`src/rtl/syncram_dp.sv`:
```
// syncram_dp: simple dual-port synchronous RAM with per-byte write enables,
// selectable read-during-write policy, optional output register and a
// hardware zero-fill sequencer that runs after reset or on clr_req.
module syncram_dp #(
    parameter int DATA_W   = 16,
    parameter int ADDR_W   = 4,
    parameter int RDW_MODE = 0,
    parameter int OUT_REG  = 0
) (
    input  logic              clk,
    input  logic              rst,
    input  logic              clr_req,
    output logic              busy,
    input  logic              wr_en,
    input  logic [ADDR_W-1:0] wr_addr,
    input  logic [DATA_W-1:0] wr_data,
    input  logic [DATA_W/8-1:0] wr_be,
    input  logic              rd_en,
    input  logic [ADDR_W-1:0] rd_addr,
    output logic [DATA_W-1:0] rd_data,
    output logic              rd_valid
);

    localparam int DEPTH = 2 ** ADDR_W;
    localparam int LANES = DATA_W / 8;
    localparam logic [ADDR_W-1:0] LAST_ADDR = ADDR_W'(DEPTH - 1);

    typedef enum logic {
        IDLE,
        CLEAR
    } state_t;

    state_t            state;
    logic [ADDR_W-1:0] clr_ptr;
    logic [DATA_W-1:0] mem [DEPTH];

    logic              wr_fire;
    logic              rd_fire;
    logic [DATA_W-1:0] wr_merged;
    logic [DATA_W-1:0] rd_word;
    logic [DATA_W-1:0] s1_data;
    logic              s1_valid;

    // The clear sweep owns the array, so user accesses are dropped while busy.
    assign wr_fire = wr_en && !busy;
    assign rd_fire = rd_en && !busy;

    // Build the post-write word: enabled byte lanes from wr_data, the rest old.
    always_comb begin
        wr_merged = mem[wr_addr];
        for (int i = 0; i < LANES; i++) begin
            if (wr_be[i]) begin
                wr_merged[8*i +: 8] = wr_data[8*i +: 8];
            end
        end
    end

    // Select the word returned by a read, applying the same-address collision policy.
    always_comb begin
        rd_word = mem[rd_addr];
        if ((RDW_MODE != 0) && wr_fire && (wr_addr == rd_addr)) begin
            rd_word = wr_merged;
        end
    end

    // Clear sequencer: sweeps every address once, then waits for clr_req.
    always_ff @(posedge clk or posedge rst) begin
        if (rst) begin
            state   <= CLEAR;
            clr_ptr <= '0;
            busy    <= 1'b1;
        end else begin
            case (state)
                CLEAR: begin
                    clr_ptr <= clr_ptr + ADDR_W'(1);
                    if (clr_ptr == LAST_ADDR) begin
                        state <= IDLE;
                        busy  <= 1'b0;
                    end
                end
                IDLE: begin
                    if (clr_req) begin
                        state   <= CLEAR;
                        clr_ptr <= '0;
                        busy    <= 1'b1;
                    end
                end
                default: begin
                    state <= IDLE;
                end
            endcase
        end
    end

    // Array write port: zero-fill during the sweep, otherwise the byte-merged user write.
    always_ff @(posedge clk) begin
        if (busy) begin
            mem[clr_ptr] <= '0;
        end else if (wr_fire) begin
            mem[wr_addr] <= wr_merged;
        end
    end

    // First read stage: registered array output, data held between reads.
    always_ff @(posedge clk or posedge rst) begin
        if (rst) begin
            s1_valid <= 1'b0;
            s1_data  <= '0;
        end else begin
            s1_valid <= rd_fire;
            if (rd_fire) begin
                s1_data <= rd_word;
            end
        end
    end

    generate
        if (OUT_REG != 0) begin : g_out_reg
            // Optional extra output stage, adding one cycle of read latency.
            always_ff @(posedge clk or posedge rst) begin
                if (rst) begin
                    rd_valid <= 1'b0;
                    rd_data  <= '0;
                end else begin
                    rd_valid <= s1_valid;
                    if (s1_valid) begin
                        rd_data <= s1_data;
                    end
                end
            end
        end else begin : g_out_direct
            assign rd_valid = s1_valid;
            assign rd_data  = s1_data;
        end
    endgenerate

endmodule
```
`config.mk`:
```
export PLATFORM = sky130hd
export DESIGN_NAME = syncram_dp
export DESIGN_NICKNAME = d
export VERILOG_FILES = /design/src/rtl/syncram_dp.sv
export SDC_FILE = /design/constraint.sdc
export NUM_CORES = 1
export LEC_CHECK = 0
export ABC_CLOCK_PERIOD_IN_PS = 3400
export CAP_MARGIN = 20
export CELL_PAD_IN_SITES_DETAIL_PLACEMENT = 1
export CELL_PAD_IN_SITES_GLOBAL_PLACEMENT = 1
export CORE_AREA = 2 2 149 261
export CTS_CLUSTER_DIAMETER = 30
export DETAILED_ROUTE_END_ITERATION = 8
export DIE_AREA = 0 0 151 263
export GPL_TIMING_DRIVEN = 0
export HOLD_SLACK_MARGIN = 0.05
export PLACE_DENSITY = 0.52
export RECOVER_POWER = 25
export SETUP_SLACK_MARGIN = 0.05
export SLEW_MARGIN = 20
export SYNTH_ARGS = -nofsm -noshare
export SYNTH_HDL_FRONTEND = slang
export SYNTH_SLANG_ARGS = --single-unit
```
`constraint.sdc`:
```
create_clock -name clk -period 3.4 [get_ports clk]
set_clock_uncertainty 0.2 [all_clocks]
set_input_delay 0.51 -clock clk [delete_from_list [all_inputs] [get_ports clk]]
set_output_delay 0.51 -clock clk [all_outputs]
set_load 0.02 [all_outputs]
```
==> flow_metrics.env, run 1 <==
export IMPL_ys_types=30
export IMPL_globalRouteOverflowTotal=0
export IMPL_critPathMaxStageDelay_ps=810
export IMPL_vias=6345
export IMPL_die_h_um=263
export IMPL_worstHoldPathType="flip-flop to flip-flop"
export IMPL_fmax_ghz=0.325
export IMPL_vias_per_cell=4.84
export IMPL_setup_viol=0
export IMPL_power_leakage_nw=4.85
export IMPL_relSlewSlack=0.158
export IMPL_synth_edf_count=256
export IMPL_hold_viol=0
export IMPL_antenna_found_initial=0
export IMPL_clk_latency_ps=530
export IMPL_finalCritPeriodShare=0.904
export IMPL_dp_cells=1234
export IMPL_initial_utilization=0.299
export IMPL_drive_gt1_frac=0.166
export IMPL_rows=94
export IMPL_worstPathCellList="dlygate4sd3_1, nor2_1, nor3b_4, buf_6, mux2_4, nor3_2"
export IMPL_syn_inst=696
export IMPL_wl_met3_um=823
export IMPL_synth_seq_cells=279
export IMPL_yosysTopAreaCell="edfxtp_1"
export IMPL_dieArea_um2=39700
export IMPL_wl_um=32000
export IMPL_cp_data_arrival_time_ps=3030
export IMPL_drtAntennaViolNets=0
export IMPL_ys_seq_area_frac=0.740
export IMPL_synthTopCellsByCount="256 x edfxtp_1, 132 x mux2i_1, 56 x nand2_1"
export IMPL_top_layer="met4"
export IMPL_ys_warn_count=0
export IMPL_hold_buffers=0
export IMPL_status="finished clean"
export IMPL_htree_levels=2
export IMPL_cts_tree="built"
export IMPL_critPathMaxFanout=10
export IMPL_worstSetupPathType="input port to flip-flop"
export IMPL_cts_root_buf="clkbuf_16"
export IMPL_clockBufferDepth=3
export IMPL_synth_most_common_cell="edfxtp_1"
export IMPL_ctsResizeCount=0
export IMPL_dr_wl_met2_um=18900
export IMPL_grt_max_degree=24
export IMPL_grt_setup_unrepaired="no"
export IMPL_cts_buffers=41
export IMPL_drv_cap=0
export IMPL_gp_congestion=0.813
export IMPL_drt_iter0_drc=341
export IMPL_slew_viol_final=0
export IMPL_clk_transition_reported_paths_ps=50
export IMPL_cp_top_family="simple AND/OR/NAND/NOR gates"
export IMPL_track_usage=0.166
export IMPL_io_buffers=47
export IMPL_grt_pass1_vias=7097
export IMPL_critical_path_slowest_cell="nor3_2"
export IMPL_dieWidth_um=151
export IMPL_nets=829
export IMPL_cts_setup_buffers=0
export IMPL_syn_nets=728
export IMPL_synth_flop_cell="edfxtp_1"
export IMPL_n_antenna_cell=0
export IMPL_core_area_um2=37400
export IMPL_crit_required_ps=3350
export IMPL_ir_drop_mv=0.404
export IMPL_async_flop_share=0.0824
export IMPL_syn_area_per_cell_um2=16.1
export IMPL_area_growth_pct=23.9
export IMPL_syn_area_um2=11200
export IMPL_cp_num_buf_inv=2
export IMPL_tightestPinTransition_ps=1260
export IMPL_stdcell_count=1310
export IMPL_routedWlPerCell_um=24.4
export IMPL_synth_area_top_cells="edfxtp_1 69%, mux2i_1 12%, dfrtp_1 4.7%, a22oi_1 3.2%, nand2_1 1.9%"
export IMPL_critPathCaptureType="flip-flop"
export IMPL_whs_ps=280
export IMPL_synth_top_area_frac=0.688
export IMPL_drt_met1_wl_um=11200
export IMPL_post_route_min_period_ps=3070
export IMPL_power_density_nw_per_um2=698
export IMPL_grt_pass1_wl_um=46700
export IMPL_start_kind="input port"
export IMPL_drt_pass1_iterations=4
export IMPL_ios=49
export IMPL_dp_hpwl_um=23500
export IMPL_clock_sinks=279
export IMPL_drc=0
## power breakdown
part | internal (mW) | switching, mW | leakage (nW)
logic | 0.402 | 0.937 | 1.56
clock network | 2.56 | 1.56 | 0.659
registers | 4.07 | 0.127 | 2.63
## per-stage QoR
step | setup WS (ps) | utilization | TNS (ps) | area (µm²) | power, mW
5_1_grt | 256 | 0.370 | 0 | 13800 | 10.0
4_1_cts | 198 | 0.369 | 0 | 13800 | 9.79
3_3_place_gp | -513 | 0.327 | -57990 | 12200 | 5.49
3_5_place_dp | -370 | 0.333 | -19440 | 12400 | 5.64
6_report | 327 | 0.370 | 0 | 13800 | 9.67
2_1_floorplan | 738 | - | 0 | 11200 | 4.94
## worst paths after layout
path | startpoint | end | slack (ps) | cells past startpoint
max in group asynchronous | rst | rd_data[12] | 1670 | 2
worst min-delay path | rd_data[1] | rd_data[1] | 280 | 2
worst min register to register | rd_data[1] | rd_data[1] | 280 | 2
worst max register to register | busy | mem[3][7] | 440 | 4
min in group asynchronous | rst | clr_ptr[3] | 560 | 2
worst max-delay path | wr_be[0] | mem[3][7] | 330 | 6
## layer usage
| layer | vias to the layer above | GRT usage |
|---|---|---|
| li1 | 2904 | - |
| met1 | 3270 | 0.167 |
| met2 | 123 | 0.329 |
| met3 | 48 | 0.0248 |
| met4 | 0 | 0.0669 |
| met5 | - | 0 |
## logic make-up (layout without fill, tap and decap cells)
kind of cell               after synthesis  after routing  share of synthesized area
buffers and inverters                   43            177                     0.0186
and+or+nand+nor                        179            179                     0.0796
muxes                                  137            137                      0.124
adders and majority gates                1              1                    0.00112
AOI/OAI and AO/OA                       57             57                     0.0367
DFF                                    279            279                      0.740
## worst min-delay path, stage by stage, from the launching register on
cell and delay (ps):
dfrtp_1 340, nand2_1 50, nand3_1 50
## cell usage in the layout (no fill, tap or decap), types with 5 or more instances in the layout
cell type,instances
dlygate4sd3_1,19
clkbuf_16,43
inv_6,5
clkbuf_1,27
and2_1,12
clkinvlp_4,5
buf_2,12
nor3_2,32
edfxtp_1,256
and2_0,6
nand4_1,16
nor2b_1,10
a22oi_1,48
nand2_1,56
mux2i_2,6
mux2i_1,128
clkinv_2,8
clkdlybuf4s50_1,28
buf_4,13
nand3_1,34
dfrtp_1,21
nor2_1,10
## final cells by class
type	count	area [µm²]
well taps	480	601
clock inverters	30	273
plain buffers	40	188
inverters	3	11.3
fillers	3815	23600
clock buffers	46	1090
repair buffers	58	553
flip-flops and latches	279	8270
multi-input cells	374	2870
## flip-flops by register name (all words and copies together), names as in the netlist
name      cells
rd_valid      1
clr_ptr       4
rd_data      16
busy          1
state         1
mem         256
(Power assumes the default switching activity.)
==> run 2, diff against run 1 <==
--- a/config.mk
+++ b/config.mk
@@ -9,13 +9,13 @@
 export CAP_MARGIN = 20
 export CELL_PAD_IN_SITES_DETAIL_PLACEMENT = 1
 export CELL_PAD_IN_SITES_GLOBAL_PLACEMENT = 1
-export CORE_AREA = 2 2 149 261
+export CORE_AREA = 2 2 115 201
 export CTS_CLUSTER_DIAMETER = 30
 export DETAILED_ROUTE_END_ITERATION = 8
-export DIE_AREA = 0 0 151 263
+export DIE_AREA = 0 0 117 203
 export GPL_TIMING_DRIVEN = 0
 export HOLD_SLACK_MARGIN = 0.05
-export PLACE_DENSITY = 0.52
+export PLACE_DENSITY = 0.79
 export RECOVER_POWER = 25
 export SETUP_SLACK_MARGIN = 0.05
 export SLEW_MARGIN = 20
==> run 2 against run 1 <==
Critical path depth shrank 1. Sequential cell count did not move. Register-to-register slack got worse by 90 ps. Design area decreased by 2.2%. Cell count fell by 15%. Clock power increased by 2%. Die area is 40% lower. Setup slack better by 15 ps. Critical path type unchanged. Largest power group is now clock. Highest routed layer unchanged.
==> flow_metrics.env, run 2 (synthesized netlist as in run 1, its figures left out) <==
export IMPL_die_h_um=203
export IMPL_start_kind="input port"
export IMPL_vias=6698
export IMPL_mostFrequentLayoutCell="edfxtp_1"
export IMPL_rows=72
export IMPL_ir_drop_mv=0.697
export IMPL_hold_buffers=0
export IMPL_status="finished clean"
export IMPL_drv_cap=0
export IMPL_worstSetupPathType="input port to flip-flop"
export IMPL_critPathMaxFanout=8
export IMPL_routedWlPerCell_um=28.5
export IMPL_critPathCaptureType="flip-flop"
export IMPL_layout_common_cells="256 x edfxtp_1, 129 x mux2i_1, 56 x nand2_1, 48 x a22oi_1, 40 x clkbuf_16"
export IMPL_postPlaceCellArea_um2=12100
export IMPL_tightestPinTransition_ps=1210
export IMPL_dp_hpwl_um=21400
export IMPL_cts_root_buf="clkbuf_16"
export IMPL_largest_reg_flops=256
export IMPL_grt_max_degree=24
export IMPL_r2r_slack_ps=350
export IMPL_drt_iter0_drc=414
export IMPL_r2r_end="mem[12][1]"
export IMPL_clk_transition_reported_paths_ps=60
export IMPL_n_antenna_cell=0
export IMPL_fillCellCount=1983
export IMPL_top_register="mem"
export IMPL_tns_ps=0
export IMPL_nets=816
export IMPL_relSlewSlack=0.194
export IMPL_gp_congestion=0.850
export IMPL_initial_utilization=0.506
export IMPL_worst_hold_path_num_cells=2
export IMPL_post_route_min_period_ps=3060
export IMPL_drt_pass1_iterations=5
export IMPL_multiInputGateArea_um2=2870
export IMPL_drive_gt1_frac=0.155
export IMPL_finalCritPeriodShare=0.899
export IMPL_worstHoldPathType="flip-flop to flip-flop"
export IMPL_globalRouteOverflowTotal=0
export IMPL_ctsResizeCount=1
export IMPL_antenna_found_initial=0
export IMPL_crit_required_ps=3340
export IMPL_dieArea_um2=23800
export IMPL_drc=0
export IMPL_dp_cells=1039
export IMPL_power_density_nw_per_um2=720
export IMPL_whs_ps=278
export IMPL_cts_setup_buffers=0
export IMPL_seqCellArea_um2=8270
export IMPL_wl_um=31700
export IMPL_hold_viol=0
export IMPL_ios=49
export IMPL_reg2reg_from="busy"
export IMPL_vias_per_cell=6.03
export IMPL_worstHoldStart="rd_data[7]"
export IMPL_grt_setup_unrepaired="no"
export IMPL_grt_pass1_vias=7433
export IMPL_stdcell_count=1111
export IMPL_htree_levels=2
export IMPL_core_area_um2=22100
export IMPL_track_usage=0.279
export IMPL_io_buffers=47
export IMPL_dieWidth_um=117
export IMPL_p_total_mw=9.76
export IMPL_cp_data_arrival_time_ps=3000
export IMPL_cts_tree="built"
export IMPL_grt_pass1_wl_um=47000
export IMPL_reg2reg_depth=3
export IMPL_clockBufferDepth=3
export IMPL_slew_viol_final=0
export IMPL_setup_viol=0
export IMPL_top_regs="mem (256), rd_data (16), clr_ptr (4)"
export IMPL_cts_buffers=39
export IMPL_clk_latency_ps=530
export IMPL_whs_endpoint="rd_data[7]"
export IMPL_clock_sinks=279
export IMPL_drtAntennaViolNets=0
export IMPL_power_leakage_nw=4.80
export IMPL_fmax_ghz=0.327
export IMPL_final_cell_area_um2=13500
export IMPL_area_growth_pct=21.2
-- run 2: cell count changes in the layout (fill, tap and decap cells not counted), sizes merged --
cell | previous run | this run
clkbuf | 70 | 66
buf | 27 | 19
clkinv | 16 | 8
clkinvlp | 5 | 4
bufinv | 3 | 5
inv | 9 | 13
-- run 2: critical path: stages --
cell,delay (ps)
clkdlybuf4s50_1,490
nor2_1,70
nor3b_4,480
mux2_1,640
nor3_2,800
-- run 2: final cells by class --
| type | count | share of cell area |
|---|---|---|
| buffer | 40 | 0.0145 |
| sequential | 279 | 0.610 |
| clock buffer | 45 | 0.0760 |
| multi-input combinational | 374 | 0.212 |
| tap | 296 | 0.0273 |
| inverter | 3 | 0.000831 |
| clock inverter | 27 | 0.0248 |
| timing repair buffer | 47 | 0.0347 |
-- run 2: worst max-delay path by stage --
| stage | end | startpoint | slack [ps] |
|---|---|---|---|
| 5_1_grt | mem[12][1] | busy | 220 |
| 3_5_place_dp | mem[3][7] | wr_be[1] | -510 |
| 2_1_floorplan | mem[11][0] | wr_be[0] | 740 |
| 6_report | mem[12][1] | wr_be[1] | 340 |
| 4_1_cts | mem[3][11] | wr_be[1] | 70 |
| 3_3_place_gp | mem[15][1] | wr_be[0] | -450 |
-- run 2: stage by stage --
step                      setup slack [ps]   util
after global routing                   215  0.614
after CTS                             72.4  0.611
after floorplan                        738      -
final                                  342  0.614
after global placement                -448  0.544
after detailed placement              -511  0.549
-- run 2: where the power goes --
group / switching [mW] / internal (mW) / leakage, nW
logic: 0.940 / 0.389 / 1.51
registers: 0.130 / 4.07 / 2.63
clock network: 1.61 / 2.61 / 0.658
total: 2.68 / 7.08 / 4.80
-- run 2: per-layer routing --
| layer | global-route usage | up-vias | part of all wire |
|---|---|---|---|
| met5 | 0 | - | 0 |
| met4 | 0.170 | 0 | 0.066 |
| met2 | 0.505 | 262 | 0.56 |
| li1 | - | 2884 | - |
| met3 | 0.0418 | 93 | 0.045 |
| met1 | 0.298 | 3459 | 0.33 |
==> run 3, diff against run 2 <==
--- a/config.mk
+++ b/config.mk
@@ -18,7 +18,6 @@
 export PLACE_DENSITY = 0.79
 export RECOVER_POWER = 25
 export SETUP_SLACK_MARGIN = 0.05
-export SLEW_MARGIN = 20
 export SYNTH_ARGS = -nofsm -noshare
 export SYNTH_HDL_FRONTEND = slang
 export SYNTH_SLANG_ARGS = --single-unit
==> run 3 against run 2 <==
Clock power decreased by 7.1%. Maximum frequency decreased by 3.1%. Register-to-register slack got worse by 70 ps. Via count increased by 0.15%. Sequential cell count unchanged. Clock-buffer cell count decreased by 3. Critical endpoint is now mem[4][2]. Largest power group is now registers.
==> flow_metrics.env, run 3 (synthesized netlist as in run 1, its figures left out) <==
export IMPL_top_regs="mem (256), rd_data (16), clr_ptr (4)"
export IMPL_p_total_mw=9.40
export IMPL_multiInputGateArea_um2=2710
export IMPL_critPathCaptureType="flip-flop"
export IMPL_dieArea_um2=23800
export IMPL_reg2reg_depth=4
export IMPL_drv_cap=0
export IMPL_area_growth_pct=20.5
export IMPL_grt_max_degree=24
export IMPL_initial_utilization=0.506
export IMPL_setup_viol=0
export IMPL_post_route_util=0.610
export IMPL_finalCritPeriodShare=0.928
export IMPL_io_buffers=47
export IMPL_drt_pass1_iterations=5
export IMPL_cp_num_buf_inv=2
export IMPL_critPathMaxFanout=8
export IMPL_fillCellCount=1990
export IMPL_hold_buffers=0
export IMPL_die_h_um=203
export IMPL_cp_data_arrival_time_ps=3220
export IMPL_cp_top_family="multiplexers"
export IMPL_drt_iter0_drc=461
export IMPL_htree_levels=2
export IMPL_ir_drop_mv=0.621
export IMPL_seqCellArea_um2=8270
export IMPL_r2r_end="mem[4][2]"
export IMPL_clockBufferDepth=3
export IMPL_worstSetupPathType="input port to flip-flop"
export IMPL_critical_path_slowest_cell="mux2i_1"
export IMPL_nets=842
export IMPL_dieWidth_um=117
export IMPL_drive_gt1_frac=0.141
export IMPL_globalRouteOverflowTotal=0
export IMPL_cts_setup_buffers=0
export IMPL_post_route_min_period_ps=3160
export IMPL_layout_common_cells="256 x edfxtp_1, 132 x mux2i_1, 56 x nand2_1, 48 x a22oi_1, 37 x clkbuf_16"
export IMPL_slew_viol_final=0
export IMPL_r2r_slack_ps=280
export IMPL_vias_per_cell=5.93
export IMPL_relSlewSlack=0.117
export IMPL_vias=6708
export IMPL_critPathMaxStageDelay_ps=1040
export IMPL_dp_slack_ps=-526
export IMPL_clk_latency_ps=510
export IMPL_start_kind="input port"
export IMPL_combinationalPowerShare=0.137
export IMPL_p_seq_frac=0.447
export IMPL_power_density_nw_per_um2=699
export IMPL_ios=49
export IMPL_reg2reg_from="busy"
export IMPL_track_usage=0.279
export IMPL_mostFrequentLayoutCell="edfxtp_1"
export IMPL_antenna_found_initial=0
export IMPL_fmax_ghz=0.317
export IMPL_core_area_um2=22100
export IMPL_largest_reg_flops=256
export IMPL_clock_power_share=0.417
export IMPL_cts_root_buf="clkbuf_16"
export IMPL_crit_required_ps=3470
export IMPL_wl_um=31900
export IMPL_intPower_mw=6.91
export IMPL_routedWlPerCell_um=28.1
export IMPL_top_register="mem"
export IMPL_drtAntennaViolNets=0
export IMPL_grt_pass1_wl_um=47200
export IMPL_drc=0
export IMPL_tightestPinTransition_ps=1320
export IMPL_gp_congestion=0.850
export IMPL_worstPathCellList="clkdlybuf4s50_1, nor2_1, nor3b_4, mux2i_1, nor3_1, buf_4"
export IMPL_dp_cells=1056
export IMPL_status="finished clean"
export IMPL_cts_buffers=35
export IMPL_final_cell_area_um2=13500
export IMPL_worstHoldPathType="input port to async pin"
export IMPL_grt_setup_unrepaired="no"
export IMPL_power_leakage_nw=4.89
export IMPL_grt_pass1_vias=7441
export IMPL_ctsResizeCount=0
export IMPL_switchingPower_mw=2.49
export IMPL_rows=72
export IMPL_setup_slack_ps=245
export IMPL_stdcell_count=1132
export IMPL_postPlaceCellArea_um2=12100
export IMPL_crit_path_start="wr_be[1]"
export IMPL_dp_hpwl_um=22200
export IMPL_cts_tree="built"
export IMPL_clk_transition_reported_paths_ps=60
export IMPL_n_antenna_cell=0
export IMPL_hold_viol=0
export IMPL_switching_share=0.265
export IMPL_clock_sinks=279
run 3: cell count changes in the layout (fill, tap and decap cells not counted), sizes merged:
| cell | previous run | this run |
|---|---|---|
| clkbuf | 66 | 72 |
| clkinv | 8 | 9 |
| buf | 19 | 40 |
| inv | 13 | 6 |
run 3: final cells by class:
| type | instances | share of cell area |
|---|---|---|
| plain buffers | 40 | 0.0146 |
| multi-input cells | 374 | 0.201 |
| inverters | 3 | 0.000837 |
| well taps | 296 | 0.0275 |
| clock buffers | 42 | 0.0717 |
| repair buffers | 77 | 0.0492 |
| flip-flops and latches | 279 | 0.614 |
| clock inverters | 21 | 0.0207 |
run 3: stage by stage:
step / hold WS [ps] / setup TNS (ps)
global route: 233 / 0
detailed placement: 281 / -44850
floorplan: 310 / 0
finish: 203 / 0
CTS: 293 / 0
global placement: 267 / -61270
run 3: how the worst max path moves through the flow:
| stage | depth (start not counted) | endpoint |
|---|---|---|
| final | 6 | mem[4][2] |
| after global routing | 7 | mem[15][10] |
| after CTS | 6 | mem[3][3] |
| after detailed placement | 6 | mem[3][6] |
| after global placement | 6 | mem[15][1] |
| after floorplan | 5 | mem[11][0] |
run 3: per-layer routing:
| layer | share of wire | track usage |
|---|---|---|
| met3 | 0.042 | 0.0358 |
| met5 | 0 | 0 |
| met2 | 0.56 | 0.501 |
| met4 | 0.067 | 0.173 |
| met1 | 0.34 | 0.305 |
run 3: worst register-to-register path: cells and delay by family (launching register included):
kind,cells,cell delay (ps)
buffers and inverters,1,280
flip-flops,1,470
multiplexers,1,1040
AND/OR/NAND/NOR,2,890
run 3: power by group through the flow:
| stage | Combinational, mW | Clock, mW | Sequential [mW] |
|---|---|---|---|
| 2_1_floorplan | 0.639 | 0 | 4.30 |
| 6_report | 1.29 | 3.92 | 4.20 |
| 3_5_place_dp | 1.26 | 0 | 4.27 |
| 4_1_cts | 1.28 | 3.94 | 4.20 |
| 5_1_grt | 1.37 | 4.07 | 4.22 |
| 3_3_place_gp | 1.18 | 0 | 4.25 |
